$ cat src/rtl/prog_loader_pkg.sv
// Shared constants and state encoding for the program loader and its neighbours
// (mother_board, cpu).
package prog_loader_pkg;

  localparam int DEF_ADDR_W = 4;
  localparam int DEF_DATA_W = 8;

  typedef enum logic {
    ST_LOAD = 1'b0,
    ST_RUN  = 1'b1
  } state_e;

endpackage

$ cat src/rtl/prog_ram.sv
// Program RAM: one synchronous write port, one asynchronous read port.
module prog_ram
  import prog_loader_pkg::*;
#(
  parameter int ADDR_W = DEF_ADDR_W,
  parameter int DATA_W = DEF_DATA_W
) (
  input  logic              clk,
  input  logic              we,
  input  logic [ADDR_W-1:0] waddr,
  input  logic [DATA_W-1:0] wdata,
  input  logic [ADDR_W-1:0] raddr,
  output logic [DATA_W-1:0] rdata
);

  localparam int DEPTH = 2 ** ADDR_W;

  logic [DATA_W-1:0] mem [DEPTH];

  // NOTE: storage has no reset; stale words are hidden by the loader's word count.
  always_ff @(posedge clk) begin
    if (we) mem[waddr] <= wdata;
  end

  assign rdata = mem[raddr];

endmodule

$ cat src/rtl/prog_loader.sv
// Downloads a program over a valid/ready port into prog_ram, holds the CPU in
// reset while loading, then serves combinational instruction fetches.
module prog_loader
  import prog_loader_pkg::*;
#(
  parameter int ADDR_W = DEF_ADDR_W,
  parameter int DATA_W = DEF_DATA_W
) (
  input  logic              clk,
  input  logic              reset,
  input  logic              ld_valid,
  input  logic [DATA_W-1:0] ld_data,
  input  logic              ld_last,
  output logic              ld_ready,
  input  logic              reload,
  input  logic [ADDR_W-1:0] cpu_addr,
  output logic [DATA_W-1:0] cpu_data,
  output logic              cpu_hold,
  output logic              load_done,
  output logic [ADDR_W:0]   word_cnt,
  output logic              err
);

  localparam int DEPTH = 2 ** ADDR_W;

  state_e            state_q, state_d;
  logic [ADDR_W-1:0] wr_ptr_q, wr_ptr_d;
  logic [ADDR_W:0]   word_cnt_q, word_cnt_d;
  logic              err_q, err_d;
  logic              xfer;
  logic              addr_loaded;
  logic [DATA_W-1:0] ram_rdata;

  assign xfer = ld_valid && (state_q == ST_LOAD);

  // NOTE: non-blocking assignments so every register samples pre-edge values.
  always_ff @(posedge clk or posedge reset) begin
    if (reset) begin
      state_q    <= ST_LOAD;
      wr_ptr_q   <= '0;
      word_cnt_q <= '0;
      err_q      <= 1'b0;
    end else begin
      state_q    <= state_d;
      wr_ptr_q   <= wr_ptr_d;
      word_cnt_q <= word_cnt_d;
      err_q      <= err_d;
    end
  end

  always_comb begin
    // NOTE: hold-value defaults first so no path leaves a variable unassigned (no latches).
    state_d    = state_q;
    wr_ptr_d   = wr_ptr_q;
    word_cnt_d = word_cnt_q;
    err_d      = err_q;
    case (state_q)
      ST_LOAD: begin
        if (xfer) begin
          wr_ptr_d   = wr_ptr_q + ADDR_W'(1);
          word_cnt_d = word_cnt_q + (ADDR_W + 1)'(1);
          if (ld_last) begin
            state_d = ST_RUN;
          end else if (wr_ptr_q == ADDR_W'(DEPTH - 1)) begin
            // Memory full without a last marker: run what we have and flag it.
            state_d    = ST_RUN;
            err_d      = 1'b1;
            word_cnt_d = (ADDR_W + 1)'(DEPTH);
          end
        end
      end
      ST_RUN: begin
        if (reload) begin
          state_d    = ST_LOAD;
          wr_ptr_d   = '0;
          word_cnt_d = '0;
          err_d      = 1'b0;
        end
      end
    endcase
  end

  prog_ram #(
    .ADDR_W (ADDR_W),
    .DATA_W (DATA_W)
  ) u_ram (
    .clk   (clk),
    .we    (xfer),
    .waddr (wr_ptr_q),
    .wdata (ld_data),
    .raddr (cpu_addr),
    .rdata (ram_rdata)
  );

  // Locations beyond the current program read as zero, the CPU's NOP-like default.
  assign addr_loaded = ({1'b0, cpu_addr} < word_cnt_q);
  assign cpu_data    = (state_q == ST_RUN && addr_loaded) ? ram_rdata : '0;

  assign ld_ready  = (state_q == ST_LOAD);
  assign cpu_hold  = (state_q == ST_LOAD);
  assign load_done = (state_q == ST_RUN);
  assign word_cnt  = word_cnt_q;
  assign err       = err_q;

endmodule

$ cat config.mk
export PLATFORM = sky130hd
export DESIGN_NAME = prog_loader
export DESIGN_NICKNAME = d
export VERILOG_FILES = /design/src/rtl/prog_loader_pkg.sv /design/src/rtl/prog_ram.sv /design/src/rtl/prog_loader.sv
export SDC_FILE = /design/constraint.sdc
export NUM_CORES = 1
export LEC_CHECK = 0
export CAP_MARGIN = 10
export CORE_MARGIN = 2
export CORE_UTILIZATION = 30
export DETAILED_ROUTE_END_ITERATION = 10
export GPL_ROUTABILITY_DRIVEN = 1
export SLEW_MARGIN = 5
export SYNTH_ARGS = -nofsm -noshare
export SYNTH_HDL_FRONTEND = slang
export SYNTH_HIERARCHICAL = 1
export SYNTH_SLANG_ARGS = --single-unit
$ cat constraint.sdc
create_clock -name clk -period 3.23 [get_ports clk]
set_input_delay 0.8075 -clock clk [delete_from_list [all_inputs] [get_ports clk]]
set_output_delay 0.8075 -clock clk [all_outputs]
set_load 0.005 [all_outputs]
=== After elaboration in Yosys (flattened, before gate mapping) ===
Memories as Yosys holds them, arrays and structs flattened.
Index checks and enable logic that the tools add are counted.
Widths: inputs -> output; s select.

* Muxes and demuxes: 21
* Order comparisons: 1
* Reductions and logical operators: 4
* Equal/unequal tests: 5
* Bitwise logic cells: 1
* $add $sub $neg: 2

{| class="wikitable"
|+ Operator list
! operator !! number
|-
| $mux 5 || 4
|-
| $mux 1 || 10
|-
| $pmux 5 s2 || 1
|-
| $mux 4 || 2
|-
| $mux 8 || 1
|-
| $pmux 4 s2 || 1
|-
| $add 5x1->5 const B || 1
|-
| $lt 4x5->1 || 1
|-
| $add 4x1->4 const B || 1
|-
| $eq 4x4->1 const B || 1
|-
| $ne 2x1->1 const B || 2
|-
| $ne 2x2->1 const B || 2
|-
| $pmux 1 s2 || 2
|-
| $reduce_and 4->1 || 1
|-
| $logic_and 1x1->1 || 2
|-
| $reduce_and 2->1 || 1
|-
| $not 1->1 || 1
|}

* Memories kept: 1
* Word-level logic and storage cells: 39
* Bits in registers: 11
* Bits of input ports: 17
* Output and inout port bits: 17
* RAM bits: 128

{| class="wikitable"
|+ Memories
! memory !! words !! width !! read ports !! clocked after memory_dff !! wr ports !! RTL line !! text
|-
| u_ram.mem || 16 || 8 || 1 || 0 || 1 || prog_ram.sv:18 || <nowiki>logic [DATA_W-1:0] mem [DEPTH];</nowiki>
|}

=== Depth between registers and ports, before layout ===
Gate-level depths: netlist of the first run.

* Word-level depth: 5
* Mapped depth: 7

=== Modules after synthesis ===
Netlist of the first run, hierarchy kept.

{| class="wikitable"
|+ By module, submodules not included
! module !! cells an instance !! area an instance (um2) !! seq. area each (um2) !! instances
|-
| prog_ram || 221 || 4987.3 || 3843.7 || 1
|-
| prog_loader || 79 || 752.0 || 275.3 || 1
|}

=== Worst setup path before layout of the first run ===
OpenSTA, ideal clock, no wires.

* Path kind: input to output
* Start point: in cpu_addr[0]
* End point: out cpu_data[1]
* Stages on the path: 7
* Slack: 0.435 ns
* Arrival time: 1.988 ns
* Buffers on the path: 2
* Required time: 2.423 ns
* Path through: buf_6 -> buf_6 -> mux4_1 -> a22oi_1 -> nand2_1 -> o211ai_1 -> a21oi_1

* Elaborated cells on any way between the ends: 4

{| class="wikitable"
|+ RTL lines
! element !! RTL line !! text
|-
| from (decl) || prog_loader.sv:16 || <nowiki>input logic [ADDR_W-1:0] cpu_addr,</nowiki>
|-
| $mem_v2 16x8 || -- ||
|-
| named net ram_rdata[1] || prog_loader.sv:32 || <nowiki>logic [DATA_W-1:0] ram_rdata;</nowiki>
|-
| $mux 8 || prog_loader.sv:97 || <nowiki>assign cpu_data = (state_q == ST_RUN && addr_loaded) ? ram_rdata : '0;</nowiki>
|-
| to (decl) || prog_loader.sv:17 || <nowiki>output logic [DATA_W-1:0] cpu_data,</nowiki>
|}

The timed path passes the listed nets, and every way through them passes these cells.

=== Worst setup path in the final report of the first run ===
* Start point: in cpu_addr[0]
* End point: out cpu_data[3]

The elaborated chain is that of the path after synthesis.

==> results of run 1 <==
synth_stat cells (all sizes together) (4+ instances only):
cell type	count
nor3	4
buf	9
nand2b	5
ha	5
nand2	17
edfxtp	128
mux4	32
o211ai	8
a22oi	16
o21ai	5
dfrtp	11
nor2	15
inv	6
a21oi	9
where the power goes:
group / leakage [uW] / total, uW / switching, uW / internal, uW
clock network: 0.000283 / 1910 / 701 / 1210
logic: 0.000955 / 551 / 300 / 251
registers: 0.00130 / 2150 / 88.3 / 2060
metal layers:
metal / part of all wire, % / up-vias / global-route usage (%)
li1: - / 1416 / -
met1: 46 / 1713 / 19.96
met2: 46 / 152 / 20.93
met3: 6.6 / 19 / 4.341
met4: 1.7 / 0 / 4.898
met5: 0 / - / 0
sequential cells by signal, indices dropped and copies added (netlist names):
signal,count
u_ram/mem,128
word_cnt,5
wr_ptr_q,4
err,1
load_done,1
final cells by class:
cell class	count	area, um^2
Clock buffer	20	436.7
Clock inverter	11	146.4
Fill cell	1698	11390
Inverter	6	27.53
Multi-Input combinational cell	142	1568
Sequential cell	139	4119
Tap cell	234	292.8
Timing Repair Buffer	78	789.5
what timing repair did:
| item | in CTS | in global routing |
|---|---|---|
| gates cloned | 3 | 0 |
| setup buffers | 7 | 0 |
| pin swaps | 6 | 7 |
| gates resized for setup | 49 | 18 |
| hold buffers | 0 | 0 |
| endpoints found under the setup margin | 8 | 8 |
cell families (layout without fill, tap and decap cells):
kind of cell / Yosys count / count (layout) / synth area share, %
AO/OA/AOI/OAI: 49 / 49 / 6.017
adder cells (fa/ha/maj): 5 / 5 / 1.090
buffers and inverters: 19 / 115 / 2.267
flip-flops: 139 / 139 / 71.77
multiplexers: 34 / 34 / 13.89
AND/OR/NAND/NOR: 54 / 54 / 4.971
how the worst max path moves through the flow:
stage | endpoint | slack, ps | depth (start not counted)
detailed placement | cpu_data[4] | -530 | 8
finish | cpu_data[3] | 60 | 8
CTS | cpu_data[1] | 6 | 9
floorplan | cpu_data[1] | 430 | 7
global route | cpu_data[2] | -40 | 8
global placement | cpu_data[4] | -530 | 8
through the flow:
stage               hold WS, ps  setup TNS, ps
floorplan                 487.4              0
global placement          478.2          -3873
detailed placement        482.0          -3873
CTS                       495.5              0
global route              528.5         -37.79
finish                    493.2              0
==> metrics.cfg, run 1 <==
[status]
outcome = complete, no violations

[synthesis]
yosysSeqAreaShare_pct = 71.77
yosys.area.top_type_share_pct = 66.97
ys_ff_latch = 139
synthesis.nets = 322
synth_cells = 300
yosysTopAreaCell = edfxtp_1
yosysUniqueCellTypes = 44
synth-edff-count = 128
avgSynthCellArea_um2 = 19.13
ys_warn_count = 6
synth_ff_type = edfxtp_1
synth.area.top_cells = edfxtp_1, mux4_2, mux4_1
syn-cell-area_mm2 = 0.005739
synth-async-reset-ratio_pct = 7.914

[die]
core-area_mm2 = 0.01877
rows = 50
pin_count = 34
die_area_mm2 = 0.02025
die_y_um = 142.3
die_width_um = 142.3
start_util_pct = 30.58

[timing]
slew_headroom_pct = 60.17
finalHoldViolCount = 0
finalSetupViolations = 0
fmax_mhz = 315.1
clock_skew_ps = 9.172
fin_crit_sh_pct = 98.25
period_needed_ps = 3174
rsz0062_at_grt = true
drv_slew = 0
tightest_slew_ps = 595.6
worst_slack_ps = 56.39

[power_and_ir_drop]
ir_drop_mv = 0.3892
finalPower_uw = 4609
leakage_uw = 0.002539
p_per_area_mw_per_mm2 = 624.5

[detailed_routing]
routed_via_density = 5.238
wl_mm = 13.51
drtPass1Iterations = 5
drtIter0Drc = 397
num_vias = 3300
antenna_left = 0
drc = 0
wl_per_cell_um = 21.45

[setup_path]
r2r_slack_ps = 860
r2r-end = u_ram/mem[0][7]$_DFFE_PP_
critPathLaunch = cpu_addr[0]
cp.buffers_inverters = 3
path_class = in2out
critPathMaxStageDelay_ps = 550
rr_worst_depth = 5
cp_common_cell = buf_12
cp.required_ps = 2420
cp_max_fo = 6
cp_slowest_cell = mux4_1
crit-reg2reg-launch = load_done$_DFF_PP0_
endpoint_kind = output port
cp_cell_sequence = buf_12 -> buf_12 -> mux4_1 -> a22oi_1 -> nand2_1 -> o211ai_1 -> a21oi_2 -> clkdlybuf4s15_1
crit_family = multiplexers
crit_path_start_kind = input pin
cp.arrival_ps = 2370

[cells_and_area]
design_area_mm2 = 0.007380
post_layout_nonfiller_instances = 630
layout-drive-gt1-share_pct = 33.84
fin_util_pct = 39.32
area_growth_syn_to_layout_pct = 28.58
nets = 406
final_common_cell = edfxtp_1
final_cell_mix = edfxtp_1, buf_4, mux4_2
num_antenna_cells = 0

[grt]
track_usage_pct = 14.18
first_global_vias = 3262
grt_max_degree = 17
grt_overflow = 0
grt_pass1_wl_mm = 20.38
antenna_found_initial = 0

[clocking]
cts_buffers = 17
cts_root_buf = clkbuf_16
clk_path_buf_depth = 2
clk_pin_slew_ps = 60
clock_latency_ps = 420
clock-sinks = 139
cts_tree = done
htreeDepth = 4

[place]
gp_congestion = 0.8153
place_ws_ps = -528.0
place_hpwl_mm = 8.349
port_buffers = 33
placed_cells = 589
dpl_cell_area_mm2 = 0.006580

[hold_path]
hp-class = reg2reg
hp-start = err$_DFFE_PP0P_
worst_hold_path.num_cells = 1
hold_end = err$_DFFE_PP0P_

[run]
max_cap_violations = 0

No activity file was read; power rests on OpenSTA's default activity.
==> run 2, diff against run 1 <==
--- a/config.mk
+++ b/config.mk
@@ -8,6 +8,7 @@
 export CAP_MARGIN = 10
 export CORE_MARGIN = 2
 export CORE_UTILIZATION = 30
+export CTS_CLUSTER_SIZE = 12
 export DETAILED_ROUTE_END_ITERATION = 10
 export GPL_ROUTABILITY_DRIVEN = 1
 export SLEW_MARGIN = 5
==> results of run 2 <==
No change in the layout: final DEF, timing and power equal those of run 1.
